--- config.mk ---
export PLATFORM = sky130hd
export DESIGN_NAME = adder_run_sequencer
export DESIGN_NICKNAME = d
export VERILOG_FILES = /design/src/rtl/adder_run_sequencer.sv
export SDC_FILE = /design/constraint.sdc
export NUM_CORES = 1
export LEC_CHECK = 0
export ABC_AREA = 1
export CORE_ASPECT_RATIO = 0.7
export CORE_UTILIZATION = 41
export DETAILED_ROUTE_END_ITERATION = 12
export GPL_TIMING_DRIVEN = 0
export SLEW_MARGIN = 10
export SYNTH_ARGS = -nofsm -noshare
export SYNTH_HDL_FRONTEND = slang
export SYNTH_SLANG_ARGS = --single-unit
--- constraint.sdc ---
create_clock -name clock -period 4.1 [get_ports clock]
set_input_delay 1.23 -clock clock [delete_from_list [all_inputs] [get_ports clock]]
set_output_delay 1.23 -clock clock [all_outputs]
set_load 0.02 [all_outputs]
--- src/rtl/adder_run_sequencer.sv ---
// Register-programmed read/write address sequencer for the adder characterisation RAMs.
// readdata has a one-cycle latency, the slave never stalls, and the write side trails the read side by LATENCY cycles.
module adder_run_sequencer #(
  parameter int          ADDR_WIDTH = 9,
  parameter int          LAT_W      = 4,
  parameter logic [31:0] ID         = 32'd9
) (
  input  logic                  clock,
  input  logic                  resetn,
  input  logic                  read,
  input  logic                  write,
  input  logic [2:0]            address,
  input  logic [31:0]           writedata,
  output logic [31:0]           readdata,
  output logic [ADDR_WIDTH-1:0] r_addr,
  output logic                  r_en,
  output logic [ADDR_WIDTH-1:0] w_addr,
  output logic                  we,
  output logic                  busy,
  output logic                  done_irq
);

  localparam int          DL_DEPTH  = (1 << LAT_W) - 1;
  localparam logic [31:0] MAX_COUNT = 32'(1) << ADDR_WIDTH;

  typedef enum logic [1:0] {
    IDLE  = 2'd0,
    RUN   = 2'd1,
    DRAIN = 2'd2
  } state_e;

  state_e                state_q, state_d;
  logic [ADDR_WIDTH:0]   count_q, count_d;
  logic [LAT_W-1:0]      latency_q, latency_d;
  logic [LAT_W-1:0]      lat_run_q, lat_run_d;
  logic [LAT_W-1:0]      drain_q, drain_d;
  logic [ADDR_WIDTH-1:0] r_addr_q, r_addr_d;
  logic                  r_en_q, r_en_d;
  logic                  done_q, done_d;
  logic                  aborted_q, aborted_d;
  logic                  done_irq_q, done_irq_d;
  logic [31:0]           cycles_q, cycles_d;
  logic [31:0]           readdata_q, readdata_d;
  logic [ADDR_WIDTH-1:0] dl_addr_q [DL_DEPTH];
  logic [ADDR_WIDTH-1:0] dl_addr_d [DL_DEPTH];
  logic [DL_DEPTH-1:0]   dl_en_q, dl_en_d;

  logic                  is_busy;
  logic                  wr_ctrl;
  logic                  wr_status;
  logic                  start;
  logic                  abort;
  logic                  last_addr;
  logic                  dl_flush;
  logic [LAT_W-1:0]      lat_idx;

  assign is_busy   = (state_q != IDLE);
  assign wr_ctrl   = write && (address == 3'd1);
  assign wr_status = write && (address == 3'd4);
  assign start     = wr_ctrl && writedata[0];
  assign abort     = wr_ctrl && writedata[1];
  assign last_addr = ({1'b0, r_addr_q} == (count_q - (ADDR_WIDTH+1)'(1)));

  // Counts above the address space are clamped so a run always terminates.
  always_comb begin
    count_d   = count_q;
    latency_d = latency_q;
    if (write && !is_busy) begin
      if (address == 3'd2) begin
        count_d = (writedata > MAX_COUNT) ? MAX_COUNT[ADDR_WIDTH:0] : writedata[ADDR_WIDTH:0];
      end
      if (address == 3'd3) begin
        latency_d = writedata[LAT_W-1:0];
      end
    end
  end

  always_comb begin
    state_d    = state_q;
    r_addr_d   = r_addr_q;
    r_en_d     = 1'b0;
    lat_run_d  = lat_run_q;
    drain_d    = drain_q;
    done_d     = done_q;
    aborted_d  = aborted_q;
    done_irq_d = 1'b0;
    dl_flush   = 1'b0;
    cycles_d   = (is_busy && (cycles_q != '1)) ? cycles_q + 32'd1 : cycles_q;

    if (wr_status) begin
      if (writedata[1]) done_d = 1'b0;
      if (writedata[2]) aborted_d = 1'b0;
    end

    if (abort) begin
      state_d   = IDLE;
      aborted_d = 1'b1;
      dl_flush  = 1'b1;
    end else begin
      unique case (state_q)
        IDLE: begin
          if (start) begin
            if (count_q != '0) begin
              state_d   = RUN;
              r_addr_d  = '0;
              r_en_d    = 1'b1;
              lat_run_d = latency_q;
              done_d    = 1'b0;
              aborted_d = 1'b0;
              cycles_d  = '0;
              // Clear stale enables so a longer latency never replays the previous run.
              dl_flush  = 1'b1;
            end else begin
              done_d     = 1'b1;
              done_irq_d = 1'b1;
            end
          end
        end
        RUN: begin
          if (last_addr) begin
            if (lat_run_q == '0) begin
              state_d    = IDLE;
              done_d     = 1'b1;
              done_irq_d = 1'b1;
            end else begin
              state_d = DRAIN;
              drain_d = lat_run_q - LAT_W'(1);
            end
          end else begin
            r_addr_d = r_addr_q + ADDR_WIDTH'(1);
            r_en_d   = 1'b1;
          end
        end
        DRAIN: begin
          if (drain_q == '0) begin
            state_d    = IDLE;
            done_d     = 1'b1;
            done_irq_d = 1'b1;
          end else begin
            drain_d = drain_q - LAT_W'(1);
          end
        end
        default: state_d = IDLE;
      endcase
    end
  end

  always_comb begin
    dl_addr_d[0] = r_addr_q;
    dl_en_d[0]   = r_en_q && !dl_flush;
    for (int i = 1; i < DL_DEPTH; i++) begin
      dl_addr_d[i] = dl_addr_q[i-1];
      dl_en_d[i]   = dl_en_q[i-1] && !dl_flush;
    end
  end

  always_comb begin
    readdata_d = readdata_q;
    if (read) begin
      case (address)
        3'd0:    readdata_d = ID;
        3'd2:    readdata_d = 32'(count_q);
        3'd3:    readdata_d = 32'(latency_q);
        3'd4:    readdata_d = {29'd0, aborted_q, done_q, is_busy};
        3'd5:    readdata_d = cycles_q;
        default: readdata_d = '0;
      endcase
    end
  end

  always_ff @(posedge clock) begin
    if (!resetn) begin
      state_q    <= IDLE;
      count_q    <= '0;
      latency_q  <= '0;
      lat_run_q  <= '0;
      drain_q    <= '0;
      r_addr_q   <= '0;
      r_en_q     <= 1'b0;
      done_q     <= 1'b0;
      aborted_q  <= 1'b0;
      done_irq_q <= 1'b0;
      cycles_q   <= '0;
      readdata_q <= '0;
      dl_en_q    <= '0;
      for (int i = 0; i < DL_DEPTH; i++) dl_addr_q[i] <= '0;
    end else begin
      state_q    <= state_d;
      count_q    <= count_d;
      latency_q  <= latency_d;
      lat_run_q  <= lat_run_d;
      drain_q    <= drain_d;
      r_addr_q   <= r_addr_d;
      r_en_q     <= r_en_d;
      done_q     <= done_d;
      aborted_q  <= aborted_d;
      done_irq_q <= done_irq_d;
      cycles_q   <= cycles_d;
      readdata_q <= readdata_d;
      dl_en_q    <= dl_en_d;
      for (int i = 0; i < DL_DEPTH; i++) dl_addr_q[i] <= dl_addr_d[i];
    end
  end

  assign lat_idx  = lat_run_q - LAT_W'(1);
  assign r_addr   = r_addr_q;
  assign r_en     = r_en_q;
  assign w_addr   = (lat_run_q == '0) ? r_addr_q : dl_addr_q[lat_idx];
  assign we       = (lat_run_q == '0) ? r_en_q : dl_en_q[lat_idx];
  assign busy     = is_busy;
  assign done_irq = done_irq_q;
  assign readdata = readdata_q;

endmodule

# ---- Word level (Yosys, flattened, before mapping)
# Memory sizes are Yosys's and may differ from the RTL's.
# Cells that the tools add are included.
dict set report word_totals {
  register_bits 116
  ramBits 135
  inputBits 39
  output_inout_bits 54
  elab_cells 160
  n_memories 1
}
dict set report op_classes {
  addsub 5
  magnitude_cmp 2
  eq_ne 16
  mux 68
  bitwise 17
  n_reduce_logical 38
}
# name depth width rd rd_clocked_by_memory_dff write_ports line_no
set mem_list {}
lappend mem_list {dl_addr_q 15 9 15 0 15 44} ;# logic [ADDR_WIDTH-1:0] dl_addr_q [DL_DEPTH];
# operator count
set ops {}
lappend ops {{$mux 9} 19}
lappend ops {{$mux 32} 5}
lappend ops {{$pmux 32 s5} 1}
lappend ops {{$add 32x1->32 const B} 1}
lappend ops {{$gt 32x10->1 const B} 1}
lappend ops {{$ne 32x32->1 const B} 1}
lappend ops {{$mux 1} 27}
lappend ops {{$logic_and 1x1->1} 21}
lappend ops {{$pmux 9 s2} 1}
lappend ops {{$or 1x1->1} 15}
lappend ops {{$ne 2x2->1 const B} 7}
lappend ops {{$mux 4} 3}
lappend ops {{$eq 9x10->1} 1}
lappend ops {{$mux 10} 1}
lappend ops {{$mux 2} 5}
lappend ops {{$reduce_and 5->1} 2}
lappend ops {{$reduce_bool 10->1} 1}
lappend ops {{$sub 10x1->10 const B} 1}
lappend ops {{$add 9x1->9 const B} 1}
lappend ops {{$logic_not 4->1} 2}
lappend ops {{$pmux 4 s2} 1}
lappend ops {{$reduce_and 4->1} 2}
lappend ops {{$sub 4x1->4 const B} 2}
lappend ops {{$eq 3x2->1 const B} 2}
lappend ops {{16 further kinds} 23}

# ---- Logic depth before layout (Yosys ltp)
# Gate-level depths: netlist of run 1.
dict set report logic_depth {
  word_depth 8
  ltp_mapped 16
  depth_no_buf 16
}

# ---- Worst setup path before layout of run 1
# OpenSTA, ideal clock, no wires.
dict set report synth_path {
  path_kind {register to output}
  from {register lat_run_q[0]}
  to {output port w_addr[0]}
  arrival_ns 2.156
  required_time_ns 2.870
  setup_slack_ns 0.714
  stages_incl_launch_ff 10
  n_path_buf 3
  path_cell_list {dfxtp_1 > inv_2 > clkbuf_1 > ha_1 > clkbuf_1 > buf_1 > o21ai_0 > o211ai_1 > nand3_1 > a31oi_1}
}
dict set report synth_via {
  elab_chain_len 3
  word_cells_on_any_way 4
  classes_between {add/sub (1); mux (1); reduce/logical (1); memory (1)}
}
# element line_no
set synth_lines {}
lappend synth_lines {{start: declaration} 35} ;# logic [LAT_W-1:0] lat_run_q, lat_run_d;
lappend synth_lines {{start signal: assignment} 191} ;# lat_run_q <= lat_run_d;
lappend synth_lines {{$sub 4x1->4} 205} ;# assign lat_idx = lat_run_q - LAT_W'(1);
lappend synth_lines {{$mem_v2 15x9} n/a}
lappend synth_lines {{$mux 9 *} 208} ;# assign w_addr = (lat_run_q == '0) ? r_addr_q : dl_addr_q[lat_idx];
lappend synth_lines {{end: declaration} 17} ;# output logic [ADDR_WIDTH-1:0] w_addr,
# Every way passes the cells marked *; elsewhere a longest branch is shown, timed or not.

# ---- Worst setup path in the final report of run 1
dict set report layout_path {
  from {register lat_run_q[0]}
  to {output port w_addr[1]}
}
# The elaborated chain is that of the path after synthesis.

==> results of run 1 <==
-- sequential cells by signal (all words and copies together) (netlist names), 9 cells and up --
register and flops:
count_q 10, readdata 32, dl_addr_q 135, dl_en_q 15
r_addr 9, cycles_q 32
-- power by group --
part           internal, mW  total (mW)  switching [mW]
clock                  1.48        2.46           0.983
sequential             2.46        2.47          0.0133
combinational         0.108       0.295           0.187
total                  4.04        5.23            1.18
-- worst paths after layout --
path                                 end  slack (ps)  depth (start not counted)
min          dl_addr_q[11][4]$_SDFF_PN0_         420                          2
min reg2reg  dl_addr_q[11][4]$_SDFF_PN0_         420                          2
max reg2reg       r_addr[0]$_SDFFE_PN0P_        1870                         12
max                            w_addr[1]          30                         10
-- critical path, delay by kind of cell (launching register included) --
kind	cells	cell delay, ps
AO/OA/AOI/OAI	3	610
adder cells (fa/ha/maj)	1	290
buffers and inverters	5	900
flip-flops	1	340
AND/OR/NAND/NOR	1	160
-- cell usage after synthesis, types with 5 or more instances --
cell type and instances:
sky130_fd_sc_hd__nor3_2 5, sky130_fd_sc_hd__nand2_2 6, sky130_fd_sc_hd__nand4_1 16, sky130_fd_sc_hd__nand2_4 6, sky130_fd_sc_hd__nor2_1 151, sky130_fd_sc_hd__a31oi_1 13
sky130_fd_sc_hd__nor4_1 6, sky130_fd_sc_hd__inv_2 6, sky130_fd_sc_hd__o22ai_1 11, sky130_fd_sc_hd__ha_1 5, sky130_fd_sc_hd__xnor2_1 10, sky130_fd_sc_hd__nor2_4 7
sky130_fd_sc_hd__nor3b_1 8, sky130_fd_sc_hd__nor3_1 28, sky130_fd_sc_hd__o211ai_1 19, sky130_fd_sc_hd__xor2_1 18, sky130_fd_sc_hd__o221ai_1 18, sky130_fd_sc_hd__nand3_1 38
sky130_fd_sc_hd__nand3_2 5, sky130_fd_sc_hd__clkbuf_1 61, sky130_fd_sc_hd__buf_4 9, sky130_fd_sc_hd__o21ai_0 137, sky130_fd_sc_hd__a21oi_1 89, sky130_fd_sc_hd__nand2_1 308
sky130_fd_sc_hd__inv_1 212, sky130_fd_sc_hd__dfxtp_1 251
-- kinds of logic after synthesis --
group / after synthesis / share of synthesized area [%]
and+or+nand+nor: 591 / 23.86
AOI/OAI and AO/OA: 303 / 15.78
buffers and inverters: 302 / 11.06
DFF: 251 / 46.45
xor gates and xnor gates: 28 / 2.267
adders and majority gates: 5 / 0.5784
-- layer usage --
| layer | global-route usage (%) | vias to the layer above |
|---|---|---|
| met2 | 32.31 | 336 |
| li1 | - | 4974 |
| met5 | 0 | - |
| met3 | 4.061 | 30 |
| met4 | 4.210 | 0 |
| met1 | 36.90 | 4545 |
-- cell type report --
class / instances / share of cell area [%]
tap: 357 / 3.400
inverter: 220 / 6.285
sequential: 251 / 38.24
timing repair buffer: 90 / 6.599
multi-input combinational: 927 / 35.46
buffer: 82 / 3.276
clock inverter: 8 / 0.9237
clock buffer: 37 / 5.809
-- what timing repair did --
item | in CTS | in global routing
setup endpoints to repair | 10 | 10
pin swaps | 10 | 9
resized for setup | 70 | 27
-- stage by stage --
| stage | hold WS (ps) | util (%) | setup TNS (ps) | area [um^2] |
|---|---|---|---|---|
| after global routing | 432.3 | 50.90 | -33.64 | 13140 |
| final | 419.9 | 50.90 | 0 | 13140 |
| after detailed placement | 410.9 | 47.13 | -7024 | 12160 |
| after global placement | 407.5 | 47.13 | -6998 | 12160 |
| after CTS | 417.2 | 50.86 | 0 | 13130 |
| after floorplan | 403.5 | - | 0 | 10820 |
==> metrics.txt, run 1 <==
vias in the first global route=~9.0k; cell leakage power=a little under 6 nW; routed wl met2=between 10,000 and 15,000 um; TritonCTS buffer count=26; critical path launch point=lat_run_q[0]$_SDFFE_PN0P_; post-detail-place hpwl=~23,000 um; flip-flop and latch area=about 5000 um^2; setup repair bufs after CTS=0; Yosys Warn Count=0; r2r startpoint=count_q[0]$_SDFFE_PN0P_; routability congestion estimate from global placement=between 0.9 and 1; wire length of the first global-routing pass=around 49,000 um; Placeable Area=25,810 um^2; Max Clk Rate=around 250 MHz; final total power=about 5.2 mW; synthesis-to-finish area growth=21.47%; Worst Setup End Kind=primary output; most frequent cell on the critical path=sky130_fd_sc_hd__clkbuf_8; 1st-pass router iterations=5; Avg Inst Size Synth=approximately 7.3 um^2; total clock sinks=251; synthesized cell area=10,820 um^2; die area=about 27,000 um^2; starting density of the core=between 40% and 50%; number of antenna violations at the first check in global routing=0; EDFF count, synth=0; Total Routing Usage GR=between 20% and 30%; total inserted antenna cells=0; routed vias=slightly below 10k; slowest cell delay on critical path=between 300 and 400 ps; crit path setup slack, layout=around 33 ps; maximum ir drop on the vdd rail=about 0.0003 V; post-route insts no fill=slightly below 2k; largest net degree at the start of global routing=14; remaining global-route overflow=0; Max-cap violations=0; Starting DRT DRC Count=around 860; fraction of layout instances using a drive strength above 1=approximately 8.5%; multi-input combinational cell area=4659 um^2; routed wire length per instance=~16 um; primary flip-flop cell chosen by synthesis mapping=sky130_fd_sc_hd__dfxtp_1; dominant cells by area after synthesis=sky130_fd_sc_hd__dfxtp_1, sky130_fd_sc_hd__nand2_1, sky130_fd_sc_hd__inv_1; Min-Delay Startpoint=dl_addr_q[10][4]$_SDFF_PN0_; path class of the lowest-slack min-delay path=flop to flop; sum of met3 wire segment lengths after detailed routing=2488 um; Yosys top cell area share=about 46%; leading cell type in the layout, fill and taps excluded=sky130_fd_sc_hd__nand2_1; CTS Hold Bufs=0; headroom to the max-slew limit=between 40 and 50%; number of fill cells in the layout=about 2.6k; final hold violation count=0; status=complete, no violations; FF+latch count, synth=251; detailed-route DRC error count=0; setup violators final=0; fraction of registers with async set/reset=0%; CP cell instances=inv_2 -> clkbuf_8 -> ha_4 -> clkbuf_8 -> buf_6 -> o21ai_0 -> o211ai_1 -> nand3_1 -> a31oi_2 -> clkdlybuf4s15_2; syn_nets=1,524; post-route met1 wirelength=between 15,000 and 20,000 um; worst endpoint data arrival time=2840 ps; Port-buffer cells=90; clock tree from TritonCTS=yes; clock latency of the later-clocked register in the worst-skew pair=roughly 530 ps; Post-Route Skew=8.895 ps; Seq/Total Area, Yosys=about 46%; cell accounting for the most synthesized area=sky130_fd_sc_hd__dfxtp_1; # placed instances=a little under 2k; slew at the pin with the worst max-slew slack=approximately 830 ps; via-per-instance ratio=5.013; top layer used by detailed routing=met4; critical-path maximum fanout=10; post-synth cell types=42; most used cells in the layout excluding fill and tap cells=sky130_fd_sc_hd__nand2_1, sky130_fd_sc_hd__dfxtp_1, sky130_fd_sc_hd__inv_1; Nets=1,642; count of antenna-violating nets left after detailed routing=0; max-slew violations=0; buffer depth of the longest clock path=3; Final Routed Wirelength=approximately 31,000 um; clock-pin slew on the worst setup and hold paths=about 60 ps; pre-CTS setup slack=-782.4 ps; number of H-tree levels=1; final worst path period share=99.20%; data required time at the worst endpoint=between 2000 and 3000 ps; number of top-level pins=between 90 and 100; Critical Path Slowest Stage Cell=sky130_fd_sc_hd__dfxtp_1; Die Height=roughly 140 um; critical path type=flop to primary output; root buffer cell=sky130_fd_sc_hd__clkbuf_16; unrepaired setup endpoints after global routing=true; startpoint type of the worst setup path=flop; horizontal die dimension=roughly 200 um; gate count of the mapped netlist=roughly 1.5k; PwrDens=around 400 nW/um^2; standard-cell rows=49; min cycle time layout=between 4000 and 5000 ps
Note: power is estimated with default switching activity, not from simulation.
==> run 2: changes to the inputs <==
CORE_MARGIN = 2   (was unset)
==> run 2 against run 1 <==
Against the previous run: clock-buffer cell count up 1; critical path depth unchanged; non-clock buffer count unchanged; clock power down 2%; sequential power about the same; sequential cell count unchanged; sequential share of layout area about the same; die area up 2.5%; critical endpoint is now w_addr[4]; worst setup slack better by 19 ps; fmax up 0.47%.
==> metrics.txt, run 2 (same netlist as run 1, synthesis figures left out) <==
remaining global-route overflow=0 (unchanged); Max-cap violations=0 (unchanged); buffer depth of the longest clock path=3 (unchanged); pre-CTS setup slack=-834.6 ps (-52.27 ps); critical-path maximum fanout=10 (unchanged); 1st-pass router iterations=5 (unchanged); Post-Route Skew=15.46 ps (+6.561 ps); worst endpoint data arrival time=2820 ps (-20 ps); Final Routed Wirelength=31,520 um (+0.51%); slowest cell delay on critical path=360 ps (+20 ps); share of total power consumed by net switching=22.75% (+0.10 points); horizontal die dimension=198.1 um (+1.0%); max-slew violations=0 (unchanged); number of top-level pins=93 (unchanged); number of antenna violations at the first check in global routing=0 (unchanged); final hold violation count=0 (unchanged); internal power=3.999 mW (-1.1%); clock tree from TritonCTS=yes; min cycle time layout=4048 ps (-19.04 ps); flip-flop count of the largest register after layout=135 (unchanged); largest net degree at the start of global routing=14 (unchanged); starting density of the core=41.91% (unchanged); Port-buffer cells=90 (unchanged); routed wire length per instance=15.97 um (+0.41%); setup violators final=0 (unchanged); cell leakage power=5.941 nW (about the same); number of fill cells in the layout=2,527 (-0.90%); critical path type=flop to primary output; slew at the pin with the worst max-slew slack=829.1 ps (+1.024 ps); CTS Hold Bufs=0 (unchanged); Nets=1,642 (unchanged); wire length of the first global-routing pass=49,570 um (+0.63%); routed vias=9,922 (+0.37%); path depth of the worst reg2reg path=13 (+1); # placed instances=1,927 (unchanged); Starting DRT DRC Count=823 (-4.0%); startpoint type of the worst setup path=flop; vias in the first global route=9,069 (+1.3%); Max Clk Rate=247.0 MHz (+0.47%); Placeable Area=25,810 um^2 (unchanged); total clock sinks=251 (unchanged); power share of the combinational group=5.7% (about the same); root buffer cell=sky130_fd_sc_hd__clkbuf_16; maximum ir drop on the vdd rail=0.0003211 V (+9.0%); TritonCTS buffer count=26 (unchanged); most frequent cell on the critical path=sky130_fd_sc_hd__buf_8; PwrDens=393.9 nW/um^2 (-0.97%); Critical Path Slowest Stage Cell=sky130_fd_sc_hd__o211ai_1; detailed-route DRC error count=0 (unchanged); clock latency of the later-clocked register in the worst-skew pair=530 ps (about the same); crit path setup slack, layout=51.85 ps (+19.04 ps); number of H-tree levels=1 (unchanged); count of antenna-violating nets left after detailed routing=0 (unchanged); final worst path period share=98.74% (-0.46 points); die area=27,720 um^2 (+2.5%); Reg power frac=47.7% (+0.4 points); via-per-instance ratio=5.026 (+0.27%); most used cells in the layout excluding fill and tap cells=sky130_fd_sc_hd__nand2_1, sky130_fd_sc_hd__dfxtp_1, sky130_fd_sc_hd__inv_1; data required time at the worst endpoint=2870 ps (about the same); final total power=5.177 mW (-0.94%); leading cell type in the layout, fill and taps excluded=sky130_fd_sc_hd__nand2_1; setup repair bufs after CTS=0 (unchanged); status=complete, no violations; Worst Setup End Kind=primary output; path class of the lowest-slack min-delay path=flop to flop; worst hold path stage count=2 (unchanged); routability congestion estimate from global placement=0.9314 (+0.24%); multi-input combinational cell area=4662 um^2 (about the same); synthesis-to-finish area growth=21.50% (about the same); clock network fraction of design power=46.6% (-0.5 points); flip-flop and latch area=5025 um^2 (unchanged); Reg with most FFs=dl_addr_q; post-route insts no fill=1,974 (+0.10%); fraction of layout instances using a drive strength above 1=8.658% (+0.18 points); CP cell instances=inv_2 -> clkbuf_8 -> ha_4 -> buf_8 -> buf_8 -> o21ai_0 -> o211ai_1 -> nand3_1 -> a31oi_2 -> buf_2; clock-pin slew on the worst setup and hold paths=60 ps (about the same); total inserted antenna cells=0 (unchanged); standard-cell rows=49 (unchanged); post-detail-place hpwl=23,220 um (+0.23%); power dissipated by switching net loads=1.178 mW (-0.49%); headroom to the max-slew limit=44.42% (-0.069 points); Total Routing Usage GR=22.57% (-0.70 points); Die Height=139.9 um (+1.5%)
[run 2: cell types whose count changed in the layout (fill, tap and decap cells not counted), sizes merged]
cell,delta
buf,-4
bufinv,-1
clkbuf,+4
clkdlybuf4s15,+1
clkinv,+3
inv,-1
[run 2: power groups by stage]
stage | Clock [mW] | Combinational (mW) | Sequential [mW]
2_1_floorplan | 0 | 0.148 | 2.54
3_3_place_gp | 0 | 0.287 | 2.52
3_5_place_dp | 0 | 0.290 | 2.52
4_1_cts | 2.45 | 0.293 | 2.47
5_1_grt | 2.55 | 0.324 | 2.47
6_report | 2.41 | 0.296 | 2.47
[run 2: worst max-delay path: cells and delay by family (launching register included)]
| kind | cells | cell delay (ps) |
|---|---|---|
| AND/OR/NAND/NOR | 1 | 170 |
| buffers and inverters | 5 | 780 |
| AO/OA/AOI/OAI | 3 | 680 |
| flip-flops | 1 | 350 |
| adder cells (fa/ha/maj) | 1 | 300 |
[run 2: stage by stage]
stage | cell area [um^2] | setup TNS (ps) | util [%] | hold WS [ps]
6_report | 13140 | 0 | 50.92 | 414.1
5_1_grt | 13140 | -59.71 | 50.92 | 435.9
4_1_cts | 13110 | 0 | 50.80 | 419.9
3_5_place_dp | 12160 | -7445 | 47.13 | 413.0
3_3_place_gp | 12160 | -7198 | 47.13 | 407.5
2_1_floorplan | 10820 | 0 | - | 403.5
[run 2: repair_timing]
item,in CTS,in global routing
resized for setup,74,25
setup endpoints to repair,10,10
pin swaps,11,7
endpoints found under the hold margin,0,0
[run 2: metal layers]
layer	up-vias	GRT usage [%]	wire (um)
li1	4968	-	-
met1	4558	36.80	16590
met2	361	30.16	11850
met3	35	4.238	2584
met4	0	4.274	489
met5	-	0	0
[run 2: layout make-up]
type / instances / area share [%]
Clock inverter: 9 / 0.7426
Clock buffer: 38 / 5.912
Tap cell: 357 / 3.399
Buffer: 82 / 3.342
Sequential cell: 251 / 38.23
Timing Repair Buffer: 90 / 6.617
Inverter: 220 / 6.283
Multi-Input combinational cell: 927 / 35.47
[run 2: final timing paths]
check	startpoint	to	slack, ps
worst max register to register	count_q[0]$_SDFFE_PN0P_	cycles_q[12]$_SDFF_PN0_	1880
worst min-delay path	dl_addr_q[10][4]$_SDFF_PN0_	dl_addr_q[11][4]$_SDFF_PN0_	410
worst min register to register	dl_addr_q[10][4]$_SDFF_PN0_	dl_addr_q[11][4]$_SDFF_PN0_	410
worst max-delay path	lat_run_q[0]$_SDFFE_PN0P_	w_addr[4]	50
==> run 3: changes to the inputs <==
CORE_MARGIN = unset   (was 2)
clock period = 4.4 ns   (was 4.1 ns; I/O delays follow)
==> run 3 against run 2 <==
Against the previous run: routed wire length decreased by 0.57%; worst hold slack improved by 4.5 ps; register-to-register slack improved by 290 ps; critical path depth unchanged; first-iteration DRC count increased by 4.4%; largest power group unchanged; highest routed layer unchanged; sequential power decreased by 7%; utilization decreased by 0.20 points; clock power decreased by 5%; sequential cell count unchanged; design area decreased by 0.40%.
==> metrics.txt, run 3 (same netlist as run 1, synthesis figures left out) <==
status=complete, no violations; total inserted antenna cells=0 (unchanged); largest net degree at the start of global routing=14 (unchanged); Min-Delay Startpoint=dl_addr_q[6][8]$_SDFF_PN0_; most used cells in the layout excluding fill and tap cells=sky130_fd_sc_hd__nand2_1, sky130_fd_sc_hd__dfxtp_1, sky130_fd_sc_hd__inv_1; number of H-tree levels=1 (unchanged); routed wire length per instance=15.89 um (-0.47%); max-slew violations=0 (unchanged); clock-pin slew on the worst setup and hold paths=60 ps (about the same); Placeable Area=25,810 um^2 (unchanged); final hold violation count=0 (unchanged); fraction of layout instances using a drive strength above 1=7.802% (-0.86 points); leading cell type in the layout, fill and taps excluded=sky130_fd_sc_hd__nand2_1; clock latency of the later-clocked register in the worst-skew pair=540 ps (about the same); data required time at the worst endpoint=3080 ps (+210 ps); number of top-level pins=93 (unchanged); Max Clk Rate=~230 MHz; cell leakage power=5.913 nW (-0.47%); standard-cell rows=49 (unchanged); slack of the worst reg-to-reg path=2170 ps (+290 ps); Worst Setup End Kind=primary output; Port-buffer cells=90 (unchanged); worst hold slack after final layout=418.6 ps (+4.488 ps); setup violators final=0 (unchanged); Total Routing Usage GR=23.22% (+0.64 points); critical path type=flop to primary output; 1st-pass router iterations=5 (unchanged); Post-Route Skew=10.28 ps (-5.176 ps); final worst path period share=98.85%; path class of the lowest-slack min-delay path=flop to flop; flip-flop count of the largest register after layout=135 (unchanged); Die Height=137.9 um (-1.4%); post-detail-place hpwl=23,170 um (-0.23%); horizontal die dimension=196.1 um (-1.0%); total clock sinks=251 (unchanged); slew at the pin with the worst max-slew slack=819.6 ps (-9.541 ps); maximum ir drop on the vdd rail=0.0002748 V (-14%); unrepaired setup endpoints after global routing=false; startpoint type of the worst setup path=flop; die area=27,050 um^2 (-2.4%); number of antenna violations at the first check in global routing=0 (unchanged); Max-cap violations=0 (unchanged); critical-path maximum fanout=10 (unchanged); min cycle time layout=~4300 ps; remaining global-route overflow=0 (unchanged); root buffer cell=sky130_fd_sc_hd__clkbuf_16; PwrDens=371.6 nW/um^2 (-5.7%); capturing point of the worst reg2reg path=r_addr[0]$_SDFFE_PN0P_; via-per-instance ratio=4.983 (-0.87%); Setup TNS Final=0 ps (unchanged); Reg with most FFs=dl_addr_q; count of antenna-violating nets left after detailed routing=0 (unchanged); r2r startpoint=count_q[0]$_SDFFE_PN0P_; worst hold path stage count=2 (unchanged); headroom to the max-slew limit=45.06% (+0.64 points); routed vias=9,826 (-0.97%); worst endpoint data arrival time=3030 ps (+210 ps); vias in the first global route=8,967 (-1.1%); Final Routed Wirelength=31,340 um (-0.57%); clock tree from TritonCTS=yes; detailed-route DRC error count=0 (unchanged); buffer depth of the longest clock path=3 (unchanged); Starting DRT DRC Count=859 (+4.4%); endpoint with the worst hold slack=dl_addr_q[7][8]$_SDFF_PN0_; path depth of the worst reg2reg path=12 (-1); Nets=1,642 (unchanged); TritonCTS buffer count=26 (unchanged); synthesis-to-finish area growth=21.02%; routability congestion estimate from global placement=0.9292 (-0.24%); wire length of the first global-routing pass=49,170 um (-0.81%); starting density of the core=41.91% (unchanged)
-- run 3: repair_timing --
| item | in CTS | in global routing |
|---|---|---|
| setup endpoints to repair | 10 | 10 |
| gates resized for setup | 39 | 28 |
| buffers inserted | 0 | 0 |
| pin swaps | 3 | 7 |
| hold buffers | 0 | 0 |
| endpoints found under the hold margin | 0 | 0 |
-- run 3: power by group --
part	internal, mW	switching [mW]	leakage (nW)	total (mW)
Combinational	0.0993	0.173	3.45	0.273
Clock	1.38	0.913	0.433	2.29
Sequential	2.29	0.0123	2.03	2.30
-- run 3: worst max path at each step --
stage | endpoint | startpoint
floorplan | w_addr[0] | lat_run_q[0]$_SDFFE_PN0P_
global placement | w_addr[8] | lat_run_q[0]$_SDFFE_PN0P_
detailed placement | w_addr[4] | lat_run_q[0]$_SDFFE_PN0P_
CTS | w_addr[2] | lat_run_q[0]$_SDFFE_PN0P_
global route | w_addr[3] | lat_run_q[0]$_SDFFE_PN0P_
finish | w_addr[3] | lat_run_q[0]$_SDFFE_PN0P_
-- run 3: area by class of cell --
class                           count  area (um^2)
Inverter                          220        825.8
Buffer                             82        409.1
Multi-Input combinational cell    927         4628
Timing Repair Buffer               90        870.8
Fill cell                        2562        12720
Tap cell                          357        446.7
Clock inverter                      8        121.4
Clock buffer                       37        763.2
Sequential cell                   251         5025
-- run 3: per-layer routing --
| layer | part of all wire, % | vias to the layer above | global-route usage (%) |
|---|---|---|---|
| met4 | 1.4 | 0 | 4.253 |
| met3 | 8.2 | 30 | 4.183 |
| met5 | 0 | - | 0 |
| met2 | 38 | 323 | 32.29 |
| li1 | - | 4973 | - |
| met1 | 53 | 4500 | 36.67 |
-- run 3: worst max-delay path: stages, from the launching register on --
cell                              delay (ps)
sky130_fd_sc_hd__dfxtp_1                 340
sky130_fd_sc_hd__inv_2                    90
sky130_fd_sc_hd__clkbuf_4                220
sky130_fd_sc_hd__ha_4                    310
sky130_fd_sc_hd__clkbuf_8                180
sky130_fd_sc_hd__buf_4                   200
sky130_fd_sc_hd__o21ai_0                 110
sky130_fd_sc_hd__o211ai_1                330
sky130_fd_sc_hd__nand3_1                 170
sky130_fd_sc_hd__a31oi_1                 250
sky130_fd_sc_hd__clkdlybuf4s15_2         300
-- run 3: stage by stage --
stage               cell area, um^2  total power [mW]  std cells  setup slack (ps)  util (%)
global route                  13090             5.029       1972             5.977     50.71
floorplan                     10820             2.500       1480             923.8         -
detailed placement            12160             2.622       1927            -572.4     47.13
finish                        13090             4.864       1972             50.49     50.71
CTS                           13090             4.909       1972            -58.43     50.71
global placement              12160             2.620       1927            -581.4     47.13
